===== src/rtl/ps2_pkg.sv =====
// Shared types and constants for the PS/2 keyboard scan-code decoder.
package ps2_pkg;

  localparam logic [7:0] PS2_EXT_PREFIX   = 8'hE0;
  localparam logic [7:0] PS2_BREAK_PREFIX = 8'hF0;

  typedef struct packed {
    logic       ext;
    logic       brk;
    logic [7:0] code;
  } key_event_t;

  typedef enum logic [1:0] {
    StIdle,
    StExt,
    StBrk,
    StExtBrk
  } dec_state_t;

endpackage


===== src/rtl/ps2_event_fifo.sv =====
// First-word-fall-through event FIFO with a sticky overflow flag.
module ps2_event_fifo
  import ps2_pkg::*;
#(
  parameter int unsigned DEPTH = 8,
  parameter type         T     = key_event_t
) (
  input  logic clk,
  input  logic rst,
  input  logic push,
  input  T     push_data,
  input  logic pop,
  input  logic clr_ovf,
  output logic valid,
  output T     head,
  output logic overflow
);

  localparam int unsigned AW = $clog2(DEPTH);

  T               mem_q [DEPTH];
  logic [AW-1:0]  wr_q, rd_q;
  logic [AW:0]    cnt_q;
  logic           ovf_q;
  logic           empty, full, do_pop, do_push, drop;

  always_comb begin
    empty   = (cnt_q == '0);
    full    = (cnt_q == (AW + 1)'(DEPTH));
    do_pop  = pop && !empty;
    // A push into a full FIFO still lands when the head leaves on the same cycle.
    do_push = push && (!full || do_pop);
    drop    = push && full && !do_pop;
  end

  always_ff @(posedge clk) begin
    if (rst) begin
      wr_q  <= '0;
      rd_q  <= '0;
      cnt_q <= '0;
      ovf_q <= 1'b0;
    end else begin
      if (do_push) wr_q <= wr_q + 1'b1;
      if (do_pop)  rd_q <= rd_q + 1'b1;
      cnt_q <= cnt_q + (AW + 1)'(do_push) - (AW + 1)'(do_pop);
      if (drop)         ovf_q <= 1'b1;
      else if (clr_ovf) ovf_q <= 1'b0;
    end
  end

  always_ff @(posedge clk) begin
    if (do_push) mem_q[wr_q] <= push_data;
  end

  // Head is forced to zero while empty so reset leaves clean outputs.
  assign valid    = !empty;
  assign head     = empty ? T'('0) : mem_q[rd_q];
  assign overflow = ovf_q;

endmodule


===== src/rtl/ps2_keyboard_ctrl.sv =====
// PS/2 set-2 scan-code decoder: folds E0/F0 prefixes into key events and queues them.
module ps2_keyboard_ctrl
  import ps2_pkg::*;
#(
  parameter int unsigned FIFO_DEPTH     = 8,
  parameter int unsigned PREFIX_TIMEOUT = 100000
) (
  input  logic       clk,
  input  logic       rst,
  input  logic [7:0] rx_data,
  input  logic       rx_valid,
  input  logic       rx_err,
  input  logic       rd_en,
  input  logic       clr_ovf,
  output logic       key_valid,
  output logic [7:0] key_code,
  output logic       key_ext,
  output logic       key_break,
  output logic       overflow,
  output logic [7:0] err_count
);

  localparam int unsigned TW = $clog2(PREFIX_TIMEOUT + 1);

  dec_state_t  state_q, state_d;
  logic [TW-1:0] tmo_q, tmo_d;
  logic [7:0]  err_q;
  logic        push;
  key_event_t  push_ev, head;

  always_ff @(posedge clk) begin
    if (rst) begin
      state_q <= StIdle;
      tmo_q   <= '0;
      err_q   <= '0;
    end else begin
      state_q <= state_d;
      tmo_q   <= tmo_d;
      if (rx_valid && rx_err && err_q != 8'hFF) err_q <= err_q + 8'd1;
    end
  end

  always_comb begin
    state_d      = state_q;
    tmo_d        = tmo_q;
    push         = 1'b0;
    push_ev.ext  = (state_q == StExt) || (state_q == StExtBrk);
    push_ev.brk  = (state_q == StBrk) || (state_q == StExtBrk);
    push_ev.code = rx_data;
    if (rx_valid) begin
      tmo_d = '0;
      if (rx_err) begin
        state_d = StIdle;
      end else begin
        case (state_q)
          StIdle: begin
            if (rx_data == PS2_EXT_PREFIX)        state_d = StExt;
            else if (rx_data == PS2_BREAK_PREFIX) state_d = StBrk;
            else                                  push    = 1'b1;
          end
          StExt: begin
            if (rx_data == PS2_BREAK_PREFIX)    state_d = StExtBrk;
            else if (rx_data == PS2_EXT_PREFIX) state_d = StExt;
            else begin
              push    = 1'b1;
              state_d = StIdle;
            end
          end
          default: begin
            // A prefix after F0 is malformed: drop the whole sequence.
            if (rx_data != PS2_EXT_PREFIX && rx_data != PS2_BREAK_PREFIX) push = 1'b1;
            state_d = StIdle;
          end
        endcase
      end
    end else if (state_q != StIdle) begin
      if (tmo_q == TW'(PREFIX_TIMEOUT - 1)) begin
        state_d = StIdle;
        tmo_d   = '0;
      end else begin
        tmo_d = tmo_q + 1'b1;
      end
    end
  end

  ps2_event_fifo #(
    .DEPTH (FIFO_DEPTH),
    .T     (key_event_t)
  ) u_fifo (
    .clk       (clk),
    .rst       (rst),
    .push      (push),
    .push_data (push_ev),
    .pop       (rd_en),
    .clr_ovf   (clr_ovf),
    .valid     (key_valid),
    .head      (head),
    .overflow  (overflow)
  );

  assign key_code  = head.code;
  assign key_ext   = head.ext;
  assign key_break = head.brk;
  assign err_count = err_q;

endmodule


===== config.mk =====
export PLATFORM = sky130hd
export DESIGN_NAME = ps2_keyboard_ctrl
export DESIGN_NICKNAME = d
export VERILOG_FILES = /design/src/rtl/ps2_pkg.sv /design/src/rtl/ps2_event_fifo.sv /design/src/rtl/ps2_keyboard_ctrl.sv
export SDC_FILE = /design/constraint.sdc
export NUM_CORES = 1
export LEC_CHECK = 0
export CAP_MARGIN = 20
export CORE_MARGIN = 4
export CORE_UTILIZATION = 58
export DETAILED_ROUTE_END_ITERATION = 16
export PLACE_DENSITY = 0.89
export SLEW_MARGIN = 10
export SYNTH_ARGS = -nofsm -noshare
export SYNTH_HDL_FRONTEND = slang
export SYNTH_SLANG_ARGS = --single-unit

===== constraint.sdc =====
create_clock -name clk -period 4.1 [get_ports clk]
set_clock_uncertainty 0.05 [all_clocks]
set_input_delay 1.23 -clock clk [delete_from_list [all_inputs] [get_ports clk]]
set_output_delay 1.23 -clock clk [all_outputs]
set_load 0.02 [all_outputs]

Yosys cells after proc, flatten, opt, wreduce, memory -nomap -nowiden
Memories as Yosys holds them, arrays and structs flattened. A register that Yosys moved wholly into a read port is not among the register bits.
Index checks and enable logic that the tools add are counted.
Widths: inputs -> output; s select.

storage, ports and cells
  bits in registers = 38
  memory bits (writable) = 80
  memories = 1

cells by class
  add/sub/neg operators = 6
  eq/ne operators = 11
  multiplexer cells = 25
  reductions and logical operators = 21

memories
  memory        words  width  read ports  clocked after memory_dff  write ports  RTL line              source
  u_fifo.mem_q  8      10     1           1                         1            ps2_event_fifo.sv:21  T mem_q [DEPTH];

operator list
  cell                   count
  $ne 8x8->1 const B     3
  $add 17x1->17 const B  1
  $eq 17x17->1 const B   1
  $mux 17                1
  $eq 8x8->1 const B     2
  $mux 2                 7
  $mux 1                 12
  $mux 10                1
  $add 8x1->8 const B    1
  $reduce_bool 2->1      4
  $logic_and 1x1->1      7
  $add 3x1->3 const B    2
  $mux 3                 2
  $ne 5x5->1 const B     1
  $add 4x1->4            1
  $eq 2x2->1 const B     2
  $eq 4x4->1 const B     1
  $logic_not 4->1        1
  $pmux 2 s2             1
  $sub 4x1->4            1
  $logic_not 1->1        3
  $logic_or 1x1->1       3
  $reduce_and 3->1       1
  $eq 2x1->1 const B     1
  other kinds (3)        3

Depth between registers and ports, before layout
  word-level depth = 9
  mapped depth = 13

Modules after synthesis
From an unflattened synthesis, not the netlist that was laid out.

second synthesis, totals
  cell total of the unflattened synthesis = 367
  area total of the unflattened synthesis = 5188.7 µm²

by module, submodules not included
  module             times used  cells each  area an instance (µm²)  seq. area each (µm²)
  ps2_event_fifo     1           204         3767.4                  2682.6
  ps2_keyboard_ctrl  1           163         1421.4                  540.5

Least setup slack after synthesis
Ideal clock, no wire load.

  kind = in2reg
  start point = input rx_data[6]
  end point = memory u_fifo.mem_q[0][0] (netlist bit) (enable)
  setup time = 0.403 ns
  arrival = 2.957 ns
  required time = 3.647 ns
  path slack = 0.690 ns
  cell stages on the path = 4
  buffers on the path = 0
  cells stage by stage = and4b_1 > a21oi_1 > nand2_1 > nor4_1

between the ends
  cells in the longest elaborated chain, start to end = 9
  elaborated cells between the ends (all ways) = 16
  those cells by class = 4 x eq/ne; 10 x mux; 2 x reduce/logical

ends and longest elaborated chain
  element                             RTL line                                                                   source
  start: declaration                  ps2_keyboard_ctrl.sv:10                                                    input logic [7:0] rx_data,
  $eq 8x8->1 (tied with other cells)  ps2_keyboard_ctrl.sv:57, ps2_keyboard_ctrl.sv:63
  $mux 1 (tied with other cells)      ps2_keyboard_ctrl.sv:63                                                    else if (rx_data == PS2_EXT_PREFIX) state_d = StExt;
  $mux 1 (on tied branches)           ps2_keyboard_ctrl.sv:62, ps2_keyboard_ctrl.sv:57, ps2_keyboard_ctrl.sv:71
  $pmux 1 s2 (*)                      ps2_keyboard_ctrl.sv:55                                                    case (state_q)
  $mux 1 (*)                          ps2_keyboard_ctrl.sv:52                                                    if (rx_err) begin
  $mux 1 (*)                          ps2_keyboard_ctrl.sv:50                                                    if (rx_valid) begin
  $logic_and 1x1->1 (*)               ps2_event_fifo.sv:32                                                       do_push = push && (!full || do_pop);
  $mux 1 (*)                          ps2_event_fifo.sv:52                                                       if (do_push) mem_q[wr_q] <= push_data;
  $mux 1 (implied by the code) (*)    ps2_event_fifo.sv:52
  end: declaration                    ps2_event_fifo.sv:21

Every way passes the cells marked *; elsewhere a longest branch is shown, timed or not.

==> impl_metrics.yaml <==
floorplan:
  start_util_pct: 60.8
  rows: 33
  io_pins: 34
  die_w_um: 102
  fp.coreArea_um2: 8340
  die_h_um: 102
  die_area_um2: 10300
logic_synthesis:
  synth_edf_count: 80
  synth-main-ff-cell: "edfxtp_1"
  synth_cells: 364
  ys.warnings.count: 0
  avgSynthCellArea_um2: 13.9
  synth_compound_area_share_pct: 4.79
  synthAdderAreaFrac_pct: 2.86
  ys_seq_elements: 121
  syn-cell-area_um2: 5070
  synth_top_family_by_area: "simple AND/OR/NAND/NOR gates"
  muxShareOfSynthArea_pct: 11.2
  synth_xor_area_share_pct: 3.45
  synthSimpleGateAreaFrac_pct: 12.0
  yosysSeqAreaShare_pct: 63.5
  async_flop_share_pct: 0
  ys_types: 46
  syn_nets: 389
sta:
  max-slew-margin-rel_pct: 32.8
  tns_ns: 0
  fin_crit_sh_pct: 94.5
  max_freq_ghz: 0.258
  hold_violations: 0
  grt_setup_unrepaired: "false"
  min_period_ns: 3.88
  worst_slack_ns: 0.224
  drv_slew: 0
  worst_pin_slew_ns: 1.00
  setup_viol: 0
clock_network:
  cts_root_buffer: "clkbuf_8"
  post_cts_resized: 0
  cts_max_level: 4
  numCtsBuffers: 17
  clock_path_buffers: 2
  clkTransAtPathRegs_ns: 0.06
  cts_tree: "yes"
  postCtsHoldBufs: 0
  cts_setup_buffers: 0
  clk_latency_ns: 0.51
  cts_sinks: 121
cells_and_area:
  mostFrequentLayoutCells: "80 x edfxtp_1, 47 x nor2_1, 40 x dfxtp_1"
  drive_gt1_share_pct: 16.5
  final_common_cell: "edfxtp_1"
  final_core_util_pct: 74.3
  num_antenna_cells: 0
  area_growth_pct: 22.2
  nets: 443
  final_cells: 536
global_routing:
  grt_pass1_wl_um: 17400
  antenna_found_initial: 0
  globalRouteTotalUtil_pct: 22.7
  grt_pass1_vias: 3422
  grt_max_degree: 18
  grt_overflow_total: 0
power:
  total_power_mw: 3.72
  power_leakage_nw: 2.11
  power_density_nw_per_um2: 599
  vdd_drop_max_mv: 0.361
routing:
  wl_per_cell_um: 19.9
  antenna_left: 0
  drt-pass1-iter-count: 4
  drc: 0
  drtIter0Drc: 190
  vias_per_cell: 6.04
  vias: 3236
  totalWireLength_um: 10700
place:
  dp_hpwl_um: 6470
  gp_congestion: 0.836
  dp_cells: 504
  io_buffer_count: 33
  pre_cts_ws_ns: 0.413
setup_path:
  start_kind: "register"
  crit_required_ns: 2.82
  worstPathMaxFanout: 8
  arrival_ns: 2.60
  path_class: "register to output port"
  crit_path_end_kind: "output port"
run_status:
  outcome: "finished clean"
job:
  max_cap_viol_count: 0
hold_path:
  hold_path_class: "register to register"
==> worst paths after layout <==
check / from / to / slack [ns] / depth (start not counted)
min reg2reg: u_fifo.rd_q[1] / register / 0.46 / 2
min: u_fifo.rd_q[1] / register / 0.46 / 2
max reg2reg: u_fifo.cnt_q[1] / u_fifo.cnt_q[2] / 1.31 / 12
max: register / key_code[4] / 0.22 / 5
==> synthesized netlist by cell type (2+ instances only) <==
| cell | instances | area [um^2] |
|---|---|---|
| edfxtp_1 | 80 | 2400 |
| nor2_1 | 47 | 176 |
| dfxtp_1 | 41 | 821 |
| mux4_2 | 20 | 450 |
| nand2_1 | 16 | 60.1 |
| inv_1 | 15 | 56.3 |
| xnor2_1 | 14 | 123 |
| mux2i_1 | 12 | 120 |
| nand3_1 | 12 | 60.1 |
| ha_1 | 10 | 125 |
| nor3_1 | 10 | 50.1 |
| clkbuf_1 | 9 | 33.8 |
| a21oi_1 | 6 | 30.0 |
| nor4_1 | 6 | 37.5 |
| xor2_1 | 6 | 52.6 |
| a31oi_1 | 5 | 31.3 |
| nand2b_1 | 5 | 31.3 |
| nand4_1 | 5 | 31.3 |
| o21ai_0 | 4 | 20.0 |
| and4b_1 | 3 | 30.0 |
| buf_2 | 3 | 15.0 |
| nor4b_1 | 3 | 26.3 |
| a211oi_1 | 2 | 15.0 |
| a21bo_2 | 2 | 20.0 |
| a21boi_0 | 2 | 15.0 |
| and3_1 | 2 | 12.5 |
| nand3b_1 | 2 | 15.0 |
| nor2b_1 | 2 | 12.5 |
| o21ai_1 | 2 | 10.0 |
| o21bai_1 | 2 | 15.0 |
==> sequential cells by signal, summed over array words and instances (netlist names), named ones only <==
signal and flops:
u_fifo.mem_q 80, u_fifo.wr_q 3, tmo_q 17, u_fifo.cnt_q 4, state_q 2, u_fifo.overflow 1
err_count 8, u_fifo.rd_q 3
==> logic make-up (layout without fill, tap and decap cells) <==
group,count (synthesis),in the layout
AOI/OAI and AO/OA,33,33
xor gates and xnor gates,20,20
adders and majority gates,11,11
buffers and inverters,28,95
DFF,121,121
muxes,32,32
and+or+nand+nor,119,119
==> report_power, final <==
group | internal [mW] | switching, mW
logic | 0.398 | 0.418
registers | 1.35 | 0.0537
clock network | 0.981 | 0.513
total | 2.73 | 0.985
==> layer usage <==
metal | wire [um] | GRT usage, % | share of wire [%] | vias to the layer above
met3 | 619 | 6.06 | 5.8 | 18
met1 | 4210 | 27.0 | 39 | 1600
met5 | 0 | 0 | 0 | -
li1 | - | - | - | 1480
met4 | 171 | 8.28 | 1.6 | 0
met2 | 5690 | 39.5 | 53 | 138
==> critical path: stages (launching register included) <==
cell and delay [ns]:
dfxtp_2 0.43, buf_4 0.25, mux4_2 0.54, mux2i_1 0.22, nor2_1 0.08, clkdlybuf4s50_1 0.57
==> layout make-up <==
type,count,area [um^2]
Timing Repair Buffer,48,443
Tap cell,105,131
Fill cell,522,2140
Clock buffer,19,422
Sequential cell,121,3220
Multi-Input combinational cell,215,1750
Inverter,15,56.3
Clock inverter,13,176
==> stage by stage <==
stage	cell area, um^2	hold slack [ns]
6_report	6200	0.464
5_1_grt	6200	0.471
4_1_cts	6200	0.457
3_5_place_dp	5600	0.451
3_3_place_gp	5600	0.420
2_1_floorplan	5070	0.404
Note: power is estimated with default switching activity, not from simulation.
